[config.mk]
export PLATFORM = sky130hd
export DESIGN_NAME = adder_tree
export DESIGN_NICKNAME = d
export VERILOG_FILES = /design/src/rtl/adder_tree_pkg.sv /design/src/rtl/adder_tree_level.sv /design/src/rtl/adder_tree.sv
export SDC_FILE = /design/constraint.sdc
export NUM_CORES = 1
export LEC_CHECK = 0
export BUFFER_PORTS_ARGS = -buffer_cell sky130_fd_sc_hd__buf_2
export CAP_MARGIN = 10
export CORE_MARGIN = 3
export CORE_UTILIZATION = 25
export CTS_BUF_LIST = sky130_fd_sc_hd__clkbuf_4
export DETAILED_ROUTE_END_ITERATION = 8
export PLACE_DENSITY = 0.43
export SLEW_MARGIN = 10
export SYNTH_ARGS = -nofsm -noshare
export SYNTH_HDL_FRONTEND = slang
export SYNTH_SLANG_ARGS = --single-unit
[constraint.sdc]
create_clock -name clk -period 2.4 [get_ports clk]
set_input_delay 0.12 -clock clk [delete_from_list [all_inputs] [get_ports clk]]
set_output_delay 0.12 -clock clk [all_outputs]
set_load 0.005 [all_outputs]
[src/rtl/adder_tree_pkg.sv]
// adder_tree_pkg
// Shared helpers for adder_tree:
//   tree_stages  - number of pairwise-add levels for a given input count
//   range_hi/lo  - representable range of a BITS-wide result (signed or unsigned)
//   resize_sum   - range check plus saturate/wrap of a full-precision sum
package adder_tree_pkg;

  typedef struct packed {
    logic        ovf;
    logic [31:0] val;
  } resize_t;

  function automatic int tree_stages(int num);
    return (num <= 2) ? 1 : $clog2(num);
  endfunction

  function automatic logic signed [63:0] range_hi(int bits, bit sgn);
    if (sgn) return (64'sd1 <<< (bits - 1)) - 64'sd1;
    return (64'sd1 <<< bits) - 64'sd1;
  endfunction

  function automatic logic signed [63:0] range_lo(int bits, bit sgn);
    if (sgn) return -(64'sd1 <<< (bits - 1));
    return 64'sd0;
  endfunction

  // s arrives already sign- or zero-extended to 64 bits, so one signed
  // compare covers both operand modes.
  function automatic resize_t resize_sum(logic signed [63:0] s, int bits,
                                         bit sgn, bit sat);
    resize_t            r;
    logic signed [63:0] hi;
    logic signed [63:0] lo;
    logic signed [63:0] pick;
    logic signed [63:0] mask;
    hi    = range_hi(bits, sgn);
    lo    = range_lo(bits, sgn);
    r.ovf = (s > hi) || (s < lo);
    pick  = s;
    if (r.ovf && sat) pick = (s > hi) ? hi : lo;
    mask  = (64'sd1 <<< bits) - 64'sd1;
    r.val = 32'(pick & mask);
    return r;
  endfunction

endpackage

[src/rtl/adder_tree_level.sv]
// adder_tree_level
// One level of the registered adder tree: M operands of width W are summed
// in adjacent pairs into M/2 results of width W+1 (no loss of precision).
// Ports:
//   clk, reset          - clock, synchronous active-high reset (valid only)
//   in_valid, in_data   - operands from the previous level
//   next_load           - the following stage takes our result this cycle
//   load                - this stage captures new data this cycle
//   out_valid, out_data - registered pairwise sums
module adder_tree_level
  import adder_tree_pkg::*;
#(
  parameter int W   = 16,
  parameter int M   = 4,
  parameter int SGN = 1
) (
  input  logic                   clk,
  input  logic                   reset,
  input  logic                   in_valid,
  input  logic [M-1:0][W-1:0]    in_data,
  input  logic                   next_load,
  output logic                   load,
  output logic                   out_valid,
  output logic [M/2-1:0][W:0]    out_data
);

  logic [M-1:0][W:0] ext_data;

  always_comb begin
    ext_data = '0;
    for (int i = 0; i < M; i++)
      ext_data[i] = {((SGN != 0) ? in_data[i][W-1] : 1'b0), in_data[i]};
  end

  // An empty stage always loads, so bubbles are squeezed out under stall.
  assign load = !out_valid || next_load;

  always_ff @(posedge clk) begin
    if (reset) out_valid <= 1'b0;
    else if (load) out_valid <= in_valid;
  end

  always_ff @(posedge clk) begin
    if (load) begin
      for (int j = 0; j < M/2; j++)
        out_data[j] <= ext_data[2*j] + ext_data[2*j+1];
    end
  end

endmodule

[src/rtl/adder_tree.sv]
// adder_tree
// Pipelined NUM-input adder: a registered binary tree of adder_tree_level
// instances followed by a registered resize stage (saturate or wrap), with
// a valid/ready handshake on both sides and overflow status.
// Optional feature: define ADDER_TREE_OVF_CNT_EN to add ovf_cnt, a 16-bit
// saturating count of delivered overflowed results.
// Ports:
//   clk, reset               - clock, synchronous active-high reset
//   valid, ready, data_in    - input beat handshake and packed operands
//   o, o_overflow            - result and its out-of-range flag
//   valid_out, ready_out     - output handshake
//   overflow_sticky, clear   - sticky overflow status and its clear
//   ovf_cnt                  - overflow count (ADDER_TREE_OVF_CNT_EN only)
module adder_tree
  import adder_tree_pkg::*;
#(
  parameter int BITS   = 16,
  parameter int NUM    = 4,
  parameter int SIGNED = 1,
  parameter int SAT    = 1
) (
  input  logic                      clk,
  input  logic                      reset,
  input  logic                      valid,
  output logic                      ready,
  input  logic [NUM-1:0][BITS-1:0]  data_in,
  output logic [BITS-1:0]           o,
  output logic                      o_overflow,
  output logic                      valid_out,
  input  logic                      ready_out,
  output logic                      overflow_sticky,
`ifdef ADDER_TREE_OVF_CNT_EN
  output logic [15:0]               ovf_cnt,
`endif
  input  logic                      clear
);

  localparam int STAGES = tree_stages(NUM);
  localparam int NP     = 1 << STAGES;
  localparam int SW     = BITS + STAGES;

  logic [STAGES-1:0] stg_valid;
  logic [STAGES-1:0] stg_load;
  logic [STAGES-1:0] stg_next;
  logic              out_load;
  logic              xfer_out;

  genvar k;
  for (k = 0; k < STAGES; k++) begin : g_lvl
    localparam int W = BITS + k;
    localparam int M = NP >> k;
    logic [M-1:0][W-1:0]   din;
    logic [M/2-1:0][W:0]   dout;
    logic                  vin;

    if (k == 0) begin : g_src
      // Missing operands up to the next power of two are zero.
      always_comb begin
        din = '0;
        for (int i = 0; i < NUM; i++) din[i] = data_in[i];
      end
      assign vin = valid;
    end else begin : g_src
      assign din = g_lvl[k-1].dout;
      assign vin = stg_valid[k-1];
    end

    if (k == STAGES - 1) begin : g_nxt
      assign stg_next[k] = out_load;
    end else begin : g_nxt
      assign stg_next[k] = stg_load[k+1];
    end

    adder_tree_level #(.W(W), .M(M), .SGN(SIGNED)) u_level (
      .clk       (clk),
      .reset     (reset),
      .in_valid  (vin),
      .in_data   (din),
      .next_load (stg_next[k]),
      .load      (stg_load[k]),
      .out_valid (stg_valid[k]),
      .out_data  (dout)
    );
  end

  logic [SW-1:0]      sum_top;
  logic signed [63:0] s_full;
  resize_t            res;
  logic               unused_val;

  assign sum_top = g_lvl[STAGES-1].dout[0];

  always_comb begin
    if (SIGNED != 0) s_full = {{(64-SW){sum_top[SW-1]}}, sum_top};
    else             s_full = {{(64-SW){1'b0}}, sum_top};
  end

  assign res        = resize_sum(s_full, BITS, SIGNED != 0, SAT != 0);
  assign unused_val = ^res.val;

  assign out_load = !valid_out || ready_out;
  assign xfer_out = valid_out && ready_out;
  assign ready    = stg_load[0] && !reset;

  always_ff @(posedge clk) begin
    if (reset) valid_out <= 1'b0;
    else if (out_load) valid_out <= stg_valid[STAGES-1];
  end

  // Result registers only move on a real beat, so idle cycles keep the
  // last delivered value instead of absorbing undriven tree contents.
  always_ff @(posedge clk) begin
    if (reset) begin
      o          <= '0;
      o_overflow <= 1'b0;
    end else if (out_load && stg_valid[STAGES-1]) begin
      o          <= res.val[BITS-1:0];
      o_overflow <= res.ovf;
    end
  end

  always_ff @(posedge clk) begin
    if (reset || clear) overflow_sticky <= 1'b0;
    else if (xfer_out && o_overflow) overflow_sticky <= 1'b1;
  end

`ifdef ADDER_TREE_OVF_CNT_EN
  always_ff @(posedge clk) begin
    if (reset || clear) ovf_cnt <= '0;
    else if (xfer_out && o_overflow && (ovf_cnt != 16'hFFFF)) ovf_cnt <= ovf_cnt + 16'd1;
  end
`endif

endmodule
Word level (Yosys, flattened, before mapping)
Index checks and enable logic that the tools add are counted.
{"block": "op_classes", "order_cmp": 2, "reduce_logical": 13, "eq_ne": 0, "div_mod_pow": 0, "n_addsub": 3, "n_shift": 0, "bitwise": 0, "mul": 0, "n_mux": 2}
{"operator": "$add 16x16->17", "count": 2}
{"operator": "$mux 16", "count": 2}
{"operator": "$add 17x17->18", "count": 1}
{"operator": "$gt 18x16->1 const B", "count": 1}
{"operator": "$lt 18x16->1 const B", "count": 1}
{"operator": "$logic_or 1x1->1", "count": 5}
{"operator": "$logic_and 1x1->1", "count": 4}
{"operator": "$logic_not 1->1", "count": 4}
{"block": "word_totals", "latch_bits": 0, "regBits": 73, "mem_count": 0, "rom_bits": 0, "in_bits": 69, "word_cells": 29, "mem_bits_rw": 0}

Longest topological paths before layout
Gate-level depths: netlist (run 1).
{"block": "logic_depth", "depth_word": 5, "ltp_mapped": 9, "ltp_nobuf": 9}

Hierarchy
Synthesis (run 1) repeated with hierarchy kept, for this count alone.
{"block": "hier_totals", "hier_cells": 442, "hier_area_um2": 4688.2}
{"module": "adder_tree_level (g_lvl[0].u_level)", "seq_area_each_um2": 1041.0, "area_per_inst_um2": 2468.6, "n_inst": 1, "cells_per_inst": 227}
{"module": "adder_tree_level (g_lvl[1].u_level)", "seq_area_each_um2": 560.5, "area_per_inst_um2": 1366.3, "n_inst": 1, "cells_per_inst": 129}
{"module": "adder_tree", "seq_area_each_um2": 380.4, "area_per_inst_um2": 853.3, "n_inst": 1, "cells_per_inst": 86}

Worst setup path before layout (run 1)
No wires, ideal clock.
{"block": "synth_path", "path_kind": "register to register", "start": "reg valid_out", "end": "reg g_lvl[0].u_level.out_data[0] in the netlist's numbering, enable pin", "stages_incl_launch_ff": 3, "t_required_ns": 1.814, "period_less_slack_ns": 2.078, "slack_ns": 0.322, "setup_time_ns": 0.586, "arrival_ns": 1.493, "cell_sequence": "dfxtp_1 -> nor2b_1 -> nand3_1"}
{"block": "synth_via", "elab_chain_cells": 4}
{"element": "start, declared", "line": "adder_tree.sv:29", "rtl": "output logic valid_out,"}
{"element": "start signal, assigned", "line": "adder_tree.sv:107", "rtl": "else if (out_load) valid_out <= stg_valid[STAGES-1];"}
{"element": "$logic_not 1->1", "line": "adder_tree.sv:101", "rtl": "assign out_load = !valid_out || ready_out;"}
{"element": "$logic_or 1x1->1", "line": "adder_tree.sv:101"}
{"element": "$logic_or 1x1->1 (2 in a row)", "line": "adder_tree_level.sv:36", "rtl": "assign load = !out_valid || next_load;"}
{"element": "end signal, assigned by index", "line": "adder_tree_level.sv:46", "rtl": "out_data[j] <= ext_data[2*j] + ext_data[2*j+1];"}
{"element": "end, declared", "line": "adder_tree_level.sv:24", "rtl": "output logic [M/2-1:0][W:0] out_data"}
No other way between the ends.
A chain may end at the register's enable or synchronous reset.

Worst setup path after layout (run 1)
{"block": "layout_path", "start": "in data_in[16] in the netlist's numbering", "end": "reg g_lvl[0].u_level.out_data[14] in the netlist's numbering, data pin"}
{"block": "layout_via", "elab_chain_cells": 1}
{"element": "start, declared", "line": "adder_tree.sv:26", "rtl": "input logic [NUM-1:0][BITS-1:0] data_in,"}
{"element": "$add 16x16->17", "line": "adder_tree_level.sv:46"}
No other way between the ends.

==> results of run 1 <==
-- worst paths after layout --
| kind | start | endpoint | slack (ns) | cells after the start |
|---|---|---|---|---|
| worst max register to register | g_lvl[0].u_level.out_data[0] | g_lvl[1].u_level.out_data[16] | 0.19 | 9 |
| worst min register to register | o[0] | o[0] | 0.50 | 2 |
| worst max-delay path | data_in[16] | g_lvl[0].u_level.out_data[14] | 0.11 | 10 |
| worst min-delay path | data_in[49] | g_lvl[0].u_level.out_data[18] | 0.06 | 2 |
-- final cells by class --
type	instances	area [um2]	area share [%]
Clock inverter	5	46.3	0.830
Antenna cell	1	2.50	0.0448
Timing Repair Buffer	102	566	10.1
Sequential cell	73	1980	35.5
Clock buffer	11	82.6	1.48
Multi-Input combinational cell	348	2550	45.7
Tap cell	229	287	5.13
Inverter	17	63.8	1.14
-- per-stage QoR --
stage	area (um2)	worst slack (ns)	hold WS, ns	util (%)
after global routing	5580	0.00685	0.0133	31.0
after CTS	5550	0.0719	0.0212	30.8
after floorplan	4610	0.322	0.197	-
after detailed placement	5340	-0.0448	0.291	29.6
final	5580	0.108	0.0621	31.0
after global placement	5340	0.0341	0.284	29.6
-- cell usage in the layout (no fill, tap or decap), types with 10 or more instances in the layout --
cell type / netlist / routed
buf_2: 2 / 88
nor3_1: 21 / 21
nand2_1: 28 / 28
edfxtp_1: 52 / 52
dfxtp_1: 21 / 21
xnor2_1: 26 / 26
nor2_1: 42 / 42
inv_1: 17 / 17
a21oi_1: 49 / 48
ha_1: 49 / 49
xor2_1: 10 / 10
a21o_1: 20 / 20
clkbuf_4: 0 / 11
-- per-layer routing --
metal	GRT usage [%]	wire (um)	share of wire (%)
met1	13.4	4890	49
met2	15.6	4380	44
met5	0	0	0
met4	2.58	102	1.0
met3	3.51	623	6.2
-- state kept, by name, indices dropped and copies added, names as in the netlist --
| signal | count |
|---|---|
| g_lvl.u_level.out_valid | 2 |
| overflow_sticky | 1 |
| o | 16 |
| valid_out | 1 |
| o_overflow | 1 |
| g_lvl.u_level.out_data | 52 |
-- critical path, delay by kind of cell --
kind,cells,cell delay (ns)
AOI/OAI and AO/OA,6,1.08
buffers and inverters,2,0.65
adders and majority gates,2,0.61
-- repair_timing --
| action | in CTS | in global routing |
|---|---|---|
| hold buffers | 8 | 0 |
| gates resized for setup | 1 | 6 |
| hold endpoints to repair | 5 | 0 |
| buffers inserted | 0 | 0 |
| setup endpoints to repair | 16 | 9 |
-- power groups by stage --
stage          clock (mW)  sequential (mW)  combinational, mW
2_1_floorplan           0             1.85               1.18
3_3_place_gp            0             1.90               1.51
3_5_place_dp            0             1.90               1.52
4_1_cts             0.783             1.87               1.54
5_1_grt             0.845             1.89               1.76
6_report            0.742             1.86               1.55
-- cell families after synthesis --
| kind of cell | after synthesis | share of synthesized area (%) |
|---|---|---|
| buffers and inverters | 26 | 2.33 |
| adders and majority gates | 52 | 14.6 |
| muxes | 5 | 1.11 |
| xor gates and xnor gates | 36 | 6.84 |
| AOI/OAI and AO/OA | 126 | 18.7 |
| and+or+nand+nor | 129 | 13.4 |
| DFF | 73 | 43.0 |
==> results.md, run 1 <==
- Status: complete, no violations
- Syn Inst Count: 447
- Dpl cells: 761
- Final ANT Viol Nets: 0
- Fill cells: 1924
- Switch Pwr: 1.37 mW
- Fin crit share: 95.5%
- Slew margin rel.: 49.1%
- Post-Layout Cell Count: 786
- Worst slew pin tran: 0.760 ns
- Clock Power Share: 17.9%
- Pin count of the biggest net entering global routing: 35
- Post-synth net total: 568
- DRC: 0
- DR pass1 iterations: 4
- Mean area per synthesized cell: 10.3 um2
- Area leader, netlist: edfxtp_1
- Leak: 2.44 nW
- Vias per std cell: 4.52
- Drt wl/cell: 12.7 um
- Top-area cell type share of the netlist area: 33.9%
- First-pass GRT wire length: 16300 um
- CP max stage cell: dlygate4sd3_1
- WP data arrival: 2.46 ns
- Initial antenna violation count: 1
- FF+latch count, synth: 73
- Setup violations, final: 0
- Largest fanout on the critical path: 5
- Seq/Total Area, Yosys: 43.0%
- CP Class: input pin to flip-flop
- Fin crit period: 2.29 ns
- Worst VDD drop: 0.251 mV
- RSZ-0062 raised after global routing: false
- TritonCTS clock tree: done
- Die width: 142 um
- Post-Synthesis Cell Area: 0.00461 mm2
- Worst-path cell chain: dlygate4sd3_1 -> buf_2 -> ha_1 -> fa_1 -> a21o_1 -> a21oi_4 -> o211ai_4 -> a211oi_2 -> o31a_1 -> o221ai_1
- GRT Util Overall: 10.1%
- # rows: 49
- Total number of yosys warnings: 0
- Synth top area cells: edfxtp_1 34%, ha_1 13%, dfxtp_1 9.1%
- Total negative slack: 0 ns
- Critical Path RT: 2.57 ns
- CP startpoint kind: input pin
- Num CTS Buffers: 9
- Slew Limit Fails: 0
- # H-tree levels: 3
- Hold Path Class: input pin to flip-flop
- Vias in the first global route: 3518
- DR vias: 3555
- Worst-path clk slew: 0.10 ns
- Count of different cell masters after synthesis: 57
- Flop pwr share: 44.8%
- Gpl congestion: 0.788
- Asr flop ratio synth: 0%
- Post-synth EDFFs: 52
- Switching portion of total power: 33.0%
- Most common cell in the netlist: edfxtp_1
- Post-synth top cells: 52 x edfxtp_1, 49 x a21oi_1, 49 x ha_1
- Max stage delay on crit path: 0.53 ns
- Routed Wire Length: 10000 um
- Port buffer count: 88
- Initial drt markers: 105
- Power per cell area: 744 mW/mm2
- Final nets: 672
- PnR Total Power: 4.15 mW
- Clk_lat worst skew: 0.44 ns
- Top-level I/O count: 89
- Clock root buffer: clkbuf_4
- Gr ovfl total: 0
- Clock Path Buffers: 2
- Max-cap violations: 0
- Final hold viol count: 0
- Area delta synth->final: 21.0%
- DIE AREA: 0.0201 mm2
- Int Pwr: 2.78 mW
- Clock sink total: 73
- CORE AREA: 0.0180 mm2
- Comb pwr share: 37.3%
- Dpl hpwl: 8030 um
- Synth Flop Type: edfxtp_1
- Worst Clk Skew: 0.0139 ns
- Worst Setup End Kind: flip-flop
- Initial Utilization: 25.6%
- Die Ht: 142 um
- Max Fclk: 436 MHz
- Share of layout cells above drive strength 1: 24.5%
Note: power is estimated with default switching activity, not from simulation.
==> run 2, diff against run 1 <==
PLACE_DENSITY = unset   (was 0.43)
PLACE_DENSITY_LB_ADDON = 0.05   (was unset)
==> results.md, run 2 (synthesized netlist as in run 1, its figures left out) <==
- Area delta synth->final: 20.6%
- Dpl hpwl: 8240 um
- Worst Setup End Kind: flip-flop
- Max reg flops: 52
- Die Ht: 142 um
- Final nets: 671
- Post-route setup slack: 0.114 ns
- Gpl congestion: 0.732
- Max Fclk: 438 MHz
- RSZ-0062 raised after global routing: false
- Most common cell after layout, fill and taps aside: buf_2
- Slew Limit Fails: 0
- # H-tree levels: 3
- Share of layout cells above drive strength 1: 23.8%
- Worst Clk Skew: 0.0117 ns
- Fin crit share: 95.2%
- Pin count of the biggest net entering global routing: 36
- Gr ovfl total: 0
- CORE AREA: 0.0180 mm2
- Num CTS Buffers: 9
- Power per cell area: 746 mW/mm2
- DR pass1 iterations: 4
- Final hold viol count: 0
- CP Class: input pin to flip-flop
- Worst slew pin tran: 0.785 ns
- Worst VDD drop: 0.213 mV
- # rows: 49
- Slew margin rel.: 47.4%
- Critical Path RT: 2.59 ns
- Cell area after placement: 0.00534 mm2
- Setup Fix Bufs, Post-CTS: 0
- Port buffer count: 88
- Clock sink total: 73
- TritonCTS clock tree: done
- Total negative slack: 0 ns
- Leak: 2.43 nW
- Fin crit period: 2.29 ns
- Dpl cells: 761
- Initial antenna violation count: 1
- Largest Register: g_lvl.u_level.out_data
- Post-Layout Cell Count: 785
- DIE AREA: 0.0201 mm2
- Post-route cell area: 0.00556 mm2
- Initial drt markers: 158
- Hold Path Class: input pin to flip-flop
- Setup violations, final: 0
- Die width: 142 um
- Vias in the first global route: 3533
- Most frequent cells in the layout: 88 x buf_2, 52 x edfxtp_1, 49 x ha_1, 47 x a21oi_1, 42 x nor2_1
- GRT Util Overall: 10.6%
- Status: complete, no violations
- Drt wl/cell: 13.1 um
- Top-level I/O count: 89
- Register Area: 0.00198 mm2
- Final Hold Slack: 0.0584 ns
- WP data arrival: 2.48 ns
- First-pass GRT wire length: 17000 um
- DR vias: 3492
- Max-cap violations: 0
- Worst-path clk slew: 0.12 ns
- Initial Utilization: 25.6%
- Pre-CTS WS: -0.144 ns
- Clock root buffer: clkbuf_4
- Clk_lat worst skew: 0.42 ns
- Clock Path Buffers: 2
- Largest fanout on the critical path: 2
- Routed Wire Length: 10300 um
- Fill cells: 1908
- Multi-input logic area: 0.00254 mm2
- Vias per std cell: 4.45
- Biggest registers after layout: g_lvl.u_level.out_data: 52 flops, o: 16 flops, g_lvl.u_level.out_valid: 2 flops
- DRC: 0
- Final ANT Viol Nets: 0
- CP startpoint kind: input pin
run 2: cell count changes in the layout (fill, tap and decap cells not counted), sizes merged:
cell,previous run,this run
inv,20,17
dlygate4sd3,8,7
clkinv,1,4
run 2: layout make-up:
cell class / instances / area share [%]
multi-input cells: 348 / 45.7
flip-flops and latches: 73 / 35.6
repair buffers: 101 / 9.98
well taps: 229 / 5.15
clock buffers: 11 / 1.48
inverters: 17 / 1.15
clock inverters: 5 / 0.832
diodes: 1 / 0.0450
run 2: final timing paths:
kind	startpoint	end	slack [ns]	cells past startpoint
worst min-delay path	ready_out	valid_out	0.06	4
worst min register to register	o[9]	o[9]	0.50	2
worst max register to register	g_lvl[0].u_level.out_data[10]	g_lvl[1].u_level.out_data[17]	0.17	7
worst max-delay path	data_in[48]	g_lvl[0].u_level.out_data[31]	0.11	10
run 2: per-stage QoR:
stage / power (mW) / util [%]
after floorplan: 3.03 / -
after global placement: 3.45 / 29.6
after detailed placement: 3.44 / 29.6
after CTS: 4.23 / 30.7
after global routing: 4.50 / 30.9
final: 4.15 / 30.9
run 2: worst max-delay path: stages:
cell	delay (ns)
dlygate4sd3_1	0.53
buf_2	0.12
ha_1	0.20
fa_1	0.42
a21oi_2	0.17
o211ai_1	0.15
a21oi_2	0.20
nand2_1	0.08
a221o_1	0.34
xor2_1	0.15
run 2: what timing repair did:
item	CTS	global route
hold buffers	7	0
hold endpoints to repair	4	0
setup endpoints to repair	16	2
gates resized for setup	1	4
run 2: power breakdown:
| part | internal, mW | switching (mW) | total, mW |
|---|---|---|---|
| Clock | 0.330 | 0.426 | 0.756 |
| Combinational | 0.700 | 0.830 | 1.53 |
| Sequential | 1.74 | 0.119 | 1.86 |
run 2: metal layers:
metal	GRT usage, %	wire, um	part of all wire [%]	up-vias
met1	14.4	5140	50	1539
met2	16.2	4470	44	77
met4	4.39	148	1.4	0
li1	-	-	-	1865
met3	2.29	513	5.0	11
met5	0	0	0	-
==> run 3, diff against run 2 <==
SYNTH_HIERARCHICAL = 1   (was unset)
==> results.md, run 3 <==
- Grt met2 use: 16.5%
- Area leader, netlist: edfxtp_1
- Gpl congestion: 0.774
- Initial Utilization: 25.7%
- Dpl hpwl: 8580 um
- Num CTS Buffers: 9
- Global routing usage on met1: 14.8%
- Hold Path Class: input pin to flip-flop
- Synth Flop Type: edfxtp_1
- Met3 Use GR: 2.44%
- Post-Synthesis Cell Area: 0.00469 mm2
- Final nets: 664
- Synth top area cells: edfxtp_1 33%, ha_1 13%, dfxtp_1 9.0%
- CP startpoint kind: flip-flop
- CORE AREA: 0.0182 mm2
- Routed Wire Length: 10800 um
- Worst slew pin tran: 0.551 ns
- Final ANT Viol Nets: 0
- Setup violations, final: 0
- Clock sink total: 73
- Total negative slack: 0 ns
- Biggest registers after layout: g_lvl.u_level/out_data: 52 flops, o: 16 flops, g_lvl.u_level/out_valid: 2 flops
- Fin crit share: 94.0%
- FF-to-FF setup slack: 0.14 ns
- Syn Inst Count: 442
- CP Class: flip-flop to flip-flop
- DIE AREA: 0.0204 mm2
- Die width: 143 um
- WP data arrival: 2.44 ns
- Total number of yosys warnings: 6
- Vias in the first global route: 3631
- Initial drt markers: 145
- DRC: 0
- Worst-path clk slew: 0.12 ns
- Most common cell in the netlist: a21oi_1
- Critical Path RT: 2.58 ns
- Top-area cell type share of the netlist area: 33.3%
- Die Ht: 143 um
- RSZ-0062 raised after global routing: false
- Worst VDD drop: 0.236 mV
- Area delta synth->final: 19.4%
- Asr flop ratio synth: 0%
- Slew margin rel.: 63.2%
- Gr ovfl total: 0
- Mean area per synthesized cell: 10.6 um2
- Core Util, Final: 30.7%
- Final hold viol count: 0
- Count of different cell masters after synthesis: 56
- First-pass GRT wire length: 17700 um
- Clock root buffer: clkbuf_4
- Post-synth top cells: 58 x a21oi_1, 52 x edfxtp_1, 49 x ha_1
- R2R Path Start: g_lvl[0].u_level/out_data[0]
- Power per cell area: 768 mW/mm2
- Clock Path Buffers: 2
- Hold Path Sink: g_lvl[0].u_level/out_data[18]
- Pre-CTS WS: 0.0603 ns
- Largest Register: g_lvl.u_level/out_data
- Hold path startpoint: data_in[49]
- Max reg flops: 52
- # rows: 49
- Max Fclk: 443 MHz
- Drt wl/cell: 13.9 um
- Leak: 2.40 nW
- Clk_lat worst skew: 0.42 ns
- # H-tree levels: 3
- Fin crit period: 2.26 ns
- Max-cap violations: 0
- DR vias: 3554
- Worst Setup End Kind: flip-flop
- Port buffer count: 88
- CP Launch Point: g_lvl[0].u_level/out_data[0]
- Seq/Total Area, Yosys: 42.3%
- Post-route setup slack: 0.143 ns
- Most frequent cells in the layout: 88 x buf_2, 57 x a21oi_1, 52 x edfxtp_1, 49 x ha_1, 36 x nand2_1
- Layer with the highest usage: met2
- GRT Util Overall: 10.8%
- Slew Limit Fails: 0
- Worst R2R End: g_lvl[1].u_level/out_data[16]
- Share of layout cells above drive strength 1: 25.5%
- Most common cell after layout, fill and taps aside: buf_2
- Pin count of the biggest net entering global routing: 35
- Reg2Reg Depth: 9
- FF+latch count, synth: 73
- Worst Clk Skew: 0.0205 ns
- Largest fanout on the critical path: 3
- TritonCTS clock tree: done
- Post-synth EDFFs: 52
- Initial antenna violation count: 1
- Vias per std cell: 4.57
- Post-synth net total: 563
- Hold Path Depth: 2
- DR pass1 iterations: 4
- Top-level I/O count: 89
- Status: complete, no violations
## run 3: cell types whose count changed in the layout (fill, tap and decap cells not counted), moves of 8 or more
cell      delta
a21oi_1     +10
nor3_1      -18
a21o_1       -8
nor2_1      -20
nand2_1      +8
a211oi_2    +10
## run 3: power by group
| group | internal, mW | switching (mW) |
|---|---|---|
| Clock | 0.347 | 0.410 |
| Combinational | 0.747 | 0.937 |
| Sequential | 1.74 | 0.116 |
| Total | 2.84 | 1.46 |
## run 3: through the flow
| step | cells | total power [mW] | cell area (um2) | hold WS, ns |
|---|---|---|---|---|
| after floorplan | 442 | 3.13 | 4690 | 0.189 |
| after detailed placement | 754 | 3.56 | 5380 | 0.286 |
| after global placement | 754 | 3.57 | 5380 | 0.284 |
| after CTS | 775 | 4.36 | 5570 | 0.00208 |
| after global routing | 778 | 4.68 | 5600 | 0.0619 |
| final | 778 | 4.30 | 5600 | 0.0882 |
## run 3: metal layers
metal	wire length (um)	vias up
met2	4780	89
li1	-	1860
met5	0	-
met1	5350	1590
met4	203	0
met3	477	15
## run 3: what timing repair did
action	in CTS	in global routing
hold buffers	5	1
endpoints found under the hold margin	3	1
endpoints found under the setup margin	0	3
resized for setup	0	2
buffers inserted	0	1
## run 3: how the worst max path moves through the flow
stage                                    endpoint  slack, ns  cells after the start
floorplan           g_lvl[1].u_level/out_data[16]       0.20                      9
global placement    g_lvl[1].u_level/out_data[16]       0.08                      9
detailed placement  g_lvl[0].u_level/out_data[14]       0.06                      9
CTS                 g_lvl[1].u_level/out_data[16]       0.07                      9
global route        g_lvl[1].u_level/out_data[14]      0.009                      9
finish              g_lvl[1].u_level/out_data[16]       0.14                      9
## run 3: area by class of cell
type	instances	area (um2)
Clock inverter	4	43.8
Fill cell	1884	12600
Antenna cell	1	2.50
Clock buffer	12	90.1
Timing Repair Buffer	100	546
Sequential cell	73	1980
Multi-Input combinational cell	341	2580
Tap cell	229	287
Inverter	18	67.6
## run 3: cells by family (layout without fill, tap and decap cells)
logic type                 count (synthesis)  count (layout)  synth area share [%]
AOI/OAI and AO/OA                        160             160                  24.3
xor gates and xnor gates                  38              38                  7.10
other                                      0               1                     0
adders and majority gates                 52              52                  14.4
DFF                                       73              73                  42.3
and+or+nand+nor                           91              91                  8.99
buffers and inverters                     28             134                  2.99
## run 3: worst max-delay path: stages (launching register included)
cell and delay (ns):
edfxtp_1 0.38, ha_1 0.22, inv_1 0.07, fa_1 0.20, nor2b_1 0.07, o31a_1 0.28, o31a_1 0.30, a31o_4 0.27
a31oi_2 0.19, xnor2_1 0.08
